File: src/rtl/sprite_blitter.sv
`default_nettype none
// ============================================================================
// Module      : sprite_blitter
// Description : Copies one sprite ROM into the indexed frame buffer at a signed
//               screen position, skipping transparent (0) and clipped pixels.
//               Optional horizontal mirroring is enabled by BLIT_FLIP_EN.
// Revision    : 1.0 - initial release
// ============================================================================
module sprite_blitter #(
    parameter int SPR_W   = 80,
    parameter int SPR_H   = 120,
    parameter int FB_W    = 320,
    parameter int FB_H    = 240,
    parameter int FB_AW   = 17,
    parameter int COORD_W = 10
) (
    input  logic               vga_clk,
    input  logic               reset_n,
    input  logic               start,
    input  logic [COORD_W-1:0] x_pos,
    input  logic [COORD_W-1:0] y_pos,
    input  logic               flip,
    output logic               busy,
    output logic               done,
    output logic [15:0]        rom_address,
    input  logic [2:0]         rom_q,
    output logic               fb_we,
    output logic [FB_AW-1:0]   fb_addr,
    output logic [2:0]         fb_data
);

    // Screen coordinates carry enough headroom for any sprite offset.
    localparam int c_PW = COORD_W + 18;

    typedef enum logic [1:0] {
        S_IDLE  = 2'd0,
        S_RUN   = 2'd1,
        S_DRAIN = 2'd2,
        S_DONE  = 2'd3
    } state_t;

    state_t                    r_state;
    logic signed [COORD_W-1:0] r_x;
    logic signed [COORD_W-1:0] r_y;
    logic [15:0]               r_col;
    logic [15:0]               r_row;
    logic [15:0]               r_row_base;
    logic                      r_pv;
    logic signed [c_PW-1:0]    r_px;
    logic signed [c_PW-1:0]    r_py;

    logic                      w_last;
    logic                      w_col_wrap;
    logic [15:0]               w_col_off;
    logic signed [c_PW-1:0]    w_px;
    logic signed [c_PW-1:0]    w_py;
    logic                      w_in_bounds;
    logic                      w_write;
    logic [FB_AW-1:0]          w_fb_addr;

`ifdef BLIT_FLIP_EN
    logic r_flip;
    assign w_col_off = r_flip ? (16'(SPR_W - 1) - r_col) : r_col;
`else
    logic w_unused_flip;
    assign w_unused_flip = flip;
    assign w_col_off     = r_col;
`endif

    assign w_col_wrap = (r_col == 16'(SPR_W - 1));
    assign w_last     = w_col_wrap && (r_row == 16'(SPR_H - 1));

    assign w_px = c_PW'(r_x) + c_PW'({1'b0, w_col_off});
    assign w_py = c_PW'(r_y) + c_PW'({1'b0, r_row});

    // Stage aligned with rom_q: bounds test on the delayed coordinate.
    assign w_in_bounds = !r_px[c_PW-1] && (r_px < c_PW'(FB_W)) &&
                         !r_py[c_PW-1] && (r_py < c_PW'(FB_H));
    assign w_write     = r_pv && (rom_q != 3'd0) && w_in_bounds;
    assign w_fb_addr   = FB_AW'(r_py) * FB_AW'(FB_W) + FB_AW'(r_px);

    always_ff @(posedge vga_clk or negedge reset_n) begin
        if (!reset_n) begin
            r_state     <= S_IDLE;
            r_x         <= '0;
            r_y         <= '0;
`ifdef BLIT_FLIP_EN
            r_flip      <= 1'b0;
`endif
            r_col       <= '0;
            r_row       <= '0;
            r_row_base  <= '0;
            r_pv        <= 1'b0;
            r_px        <= '0;
            r_py        <= '0;
            busy        <= 1'b0;
            done        <= 1'b0;
            rom_address <= '0;
            fb_we       <= 1'b0;
            fb_addr     <= '0;
            fb_data     <= '0;
        end else begin
            done  <= 1'b0;
            r_pv  <= 1'b0;
            fb_we <= w_write;
            if (w_write) begin
                fb_addr <= w_fb_addr;
                fb_data <= rom_q;
            end

            case (r_state)
                S_IDLE: begin
                    // done is still high in the cycle after DONE; refuse start there.
                    if (start && !done) begin
                        r_x         <= x_pos;
                        r_y         <= y_pos;
`ifdef BLIT_FLIP_EN
                        r_flip      <= flip;
`endif
                        r_col       <= '0;
                        r_row       <= '0;
                        r_row_base  <= '0;
                        rom_address <= '0;
                        busy        <= 1'b1;
                        r_state     <= S_RUN;
                    end
                end
                S_RUN: begin
                    r_pv <= 1'b1;
                    r_px <= w_px;
                    r_py <= w_py;
                    if (w_last) begin
                        r_state <= S_DRAIN;
                    end else if (w_col_wrap) begin
                        r_col       <= '0;
                        r_row       <= r_row + 16'd1;
                        r_row_base  <= r_row_base + 16'(SPR_W);
                        rom_address <= r_row_base + 16'(SPR_W);
                    end else begin
                        r_col       <= r_col + 16'd1;
                        rom_address <= r_row_base + r_col + 16'd1;
                    end
                end
                S_DRAIN: begin
                    r_state <= S_DONE;
                end
                S_DONE: begin
                    busy    <= 1'b0;
                    done    <= 1'b1;
                    r_state <= S_IDLE;
                end
                default: begin
                    r_state <= S_IDLE;
                end
            endcase
        end
    end

endmodule
`default_nettype wire
File: config.mk
export PLATFORM = sky130hd
export DESIGN_NAME = sprite_blitter
export DESIGN_NICKNAME = d
export VERILOG_FILES = /design/src/rtl/sprite_blitter.sv
export SDC_FILE = /design/constraint.sdc
export NUM_CORES = 1
export LEC_CHECK = 0
export CAP_MARGIN = 20
export CORE_MARGIN = 2
export CORE_UTILIZATION = 53
export DETAILED_ROUTE_END_ITERATION = 8
export DONT_BUFFER_PORTS = 1
export MAX_ROUTING_LAYER = met4
export PLACE_DENSITY = 0.68
export SETUP_SLACK_MARGIN = 0.02
export SLEW_MARGIN = 20
export SYNTH_ARGS = -nofsm -noshare
export SYNTH_HDL_FRONTEND = slang
export SYNTH_SLANG_ARGS = --single-unit
File: constraint.sdc
create_clock -name vga_clk -period 3.9 [get_ports vga_clk]
set_clock_uncertainty 0.15 [all_clocks]
set_input_delay 0.39 -clock vga_clk [delete_from_list [all_inputs] [get_ports vga_clk]]
set_output_delay 0.39 -clock vga_clk [all_outputs]
set_load 0.005 [all_outputs]
==> metrics.csv <==
metric;value;unit
status;completed;
slew at the pin with the worst max-slew slack;983;ps
Hold Vio Cnt, Final;0;
initial antenna violation count;0;
Synth Flop Type;dfrtp_1;
crit-path cells;ha_1 -> ha_1 -> fa_1 -> a21o_1 -> a21oi_1 -> o21bai_1 -> a21oi_1 -> xnor2_1 -> ha_1 -> inv_1 -> o21ai_0 -> o311ai_0 -> a31oi_1;
Critical Path AT;3560;ps
f_max;293;MHz
VDD IR max;0.000282;V
Final ANT Viol Nets;0;
Residual DRC;0;
Synth area leaders;dfrtp_1, ha_1, mux2_2, o21ai_0, xnor2_1;
syn nets;1094;
die width;138;µm
first-pass GRT wire length;35.1;mm
Yosys top cell by area;dfrtp_1;
antenna diode count;0;
Slowest cell on crit path;dfrtp_1;
Required @ worst endpoint;4050;ps
Power Density;305;nW/µm²
worst-path maximum fanout;4;
fraction of registers with async set/reset;100;%
Gate power share;1.7;%
Seq/Total Area, Yosys;37.5;%
port bufs;0;
internal power;0.00254;W
Slew headroom;34.2;%
yosys warns;0;
drt pass-1 iters;5;
htree depth;4;
Hold Crit Class;input pin to flip-flop;
kind of critical path;flip-flop to flip-flop;
DR iter-0 viols;547;
Setup TNS;0;ps
Synth Register Bits;142;
Startpoint Class;flip-flop;
vias in the first global route;6806;
sequential group share of total power;45.9;%
EDFF count, synth;0;
I/O pins;66;
Final nets;1114;
clock share of power;52.4;%
final setup fails;0;
Final Util;60.9;%
maximum buffer depth of the clock tree;2;
area share of the largest cell type after synthesis;37.5;%
min Tclk post-route;3410;ps
Clock Latency Late Sink;430;ps
Crit path largest cell delay;400;ps
pin count of the biggest net entering global routing;143;
post-synth cell types;68;
CTS buffer count;17;
Switch Pwr;0.000688;W
setup bufs post-CTS;0;
Die H;138;µm
clock sinks;142;
Root Driver;clkbuf_16;
row count;48;
DPL Wire Length;15.4;mm
CTS tree;yes;
sw frac;21.3;%
RePlAce Congestion;0.910;
Placement Setup Slack;522;ps
final setup margin;489;ps
total track usage;24.5;%
Crit. End Element;flip-flop;
leakage power;4.99;nW
Via-to-Cell Ratio;6.09;
max cap viols;0;
die area;19000;µm²
average cell area after synthesis;9.64;µm²
Via Count;7548;
RSZ-0062 raised after global routing;false;
Core Box Area;17400;µm²
Layout area overhead;11.6;%
layout cells sized above 1;10.5;%
fin crit share;87.5;%
Starting Density;54.6;%
Post-synth top cells;dfrtp_1, ha_1, o21ai_0, nand2_1, a21oi_1;
Mapped Area;9470;µm²
clk slew on worst S/H paths;60;ps
Max Slew Vio Count;0;
Routed WL;21.6;mm
count leader, synth;dfrtp_1;
Post-Syn Instances;982;
grt ovf;0;
WL per Instance;17.4;µm
CP dominant cell by count;ha_1;
==> metal layers <==
layer	part of all wire [%]	wire (µm)	up-vias	track usage (%)
li1	-	-	3723	-
met1	49	10600	3634	35.6
met2	45	9730	170	35.3
met3	4.7	1020	21	3.97
met4	1.2	254	0	6.93
met5	0	0	-	-
==> area by class of cell <==
cell class	count	area, µm²
clock inverter	13	161
timing repair buffer	35	343
tap	225	282
fill	1468	6790
sequential	142	3550
inverter	33	124
multi-input combinational	773	5650
clock buffer	19	453
==> flip-flops by register name (all words and copies together), names as in the netlist <==
register     cells
busy             1
r_py            18
fb_data          3
r_row           16
r_y             10
r_pv             1
r_row_base      12
fb_addr         17
r_state          2
r_x             10
done             1
r_col           16
rom_address     16
fb_we            1
r_px            18
==> layout by cell type (no fill, tap or decap), drive strengths merged, types with 9 or more instances in the layout <==
cell type    count
dfrtp          142
ha              81
o21ai           72
nand2           67
a21oi           62
nor2            58
mux2            48
xnor2           37
inv             35
nand3           27
xor2            26
dlygate4sd3     24
a21o            21
o31ai           21
clkbuf          19
and3            17
o21a            17
nor4            14
nand4           13
nor2b           13
o211ai          13
nor3            12
a211oi          12
buf             11
o21bai           9
or4              9
==> final timing paths <==
check	start	to	slack (ps)	cells after the start
worst max-delay path	r_py[1]$_DFFE_PN0P_	fb_addr[16]$_DFFE_PN0P_	490	13
worst min-delay path	start	busy$_DFFE_PN0P_	180	4
worst max register to register	r_py[1]$_DFFE_PN0P_	fb_addr[16]$_DFFE_PN0P_	490	13
worst min register to register	r_py[15]$_DFFE_PN0P_	r_py[15]$_DFFE_PN0P_	350	2
max in group asynchronous	reset_n	rom_address[14]$_DFFE_PN0P_	2630	2
min in group asynchronous	reset_n	fb_addr[16]$_DFFE_PN0P_	440	2
==> cell families (layout without fill, tap and decap cells) <==
kind of cell | count (synthesis) | count (layout) | share of synthesized area [%]
fa+ha+maj | 85 | 85 | 11.5
simple gates | 279 | 279 | 15.7
compound gates | 291 | 291 | 20.2
mux | 55 | 55 | 6.45
xor+xnor | 63 | 63 | 5.83
flops | 142 | 142 | 37.5
buf+inv | 67 | 100 | 2.79
==> stage by stage <==
step / power, W / instance area (µm²) / std cells / hold WS [ps]
2_1_floorplan: 0.00151 / 9470 / 982 / -55.6
3_3_place_gp: 0.00151 / 9690 / 1183 / -51.8
3_5_place_dp: 0.00151 / 9690 / 1183 / -51.4
4_1_cts: 0.00326 / 10600 / 1240 / 171
5_1_grt: 0.00334 / 10600 / 1240 / 228
6_report: 0.00323 / 10600 / 1240 / 185
==> power by group through the flow <==
| stage | clock [W] | combinational, W | sequential, W |
|---|---|---|---|
| 6_report | 0.00169 | 0.0000551 | 0.00148 |
| 5_1_grt | 0.00179 | 0.0000645 | 0.00148 |
| 4_1_cts | 0.00173 | 0.0000579 | 0.00148 |
| 3_5_place_dp | 0 | 0.00000567 | 0.00151 |
| 3_3_place_gp | 0 | 0.00000558 | 0.00151 |
| 2_1_floorplan | 0 | 0.00000484 | 0.00151 |
==> worst max-delay path, delay by kind of cell (launching register included) <==
kind            cells  cell delay (ps)
compound gates      7             1260
xor+xnor            1              140
fa+ha+maj           4             1220
buf+inv             1              130
flops               1              400
==> repair_timing <==
action / 4_1_cts / 5_1_grt
endpoints found under the hold margin: 165 / 0
gates resized for setup: 0 / 0
setup endpoints to repair: 0 / 0
hold buffers: 25 / 0
(Power assumes the default switching activity.)
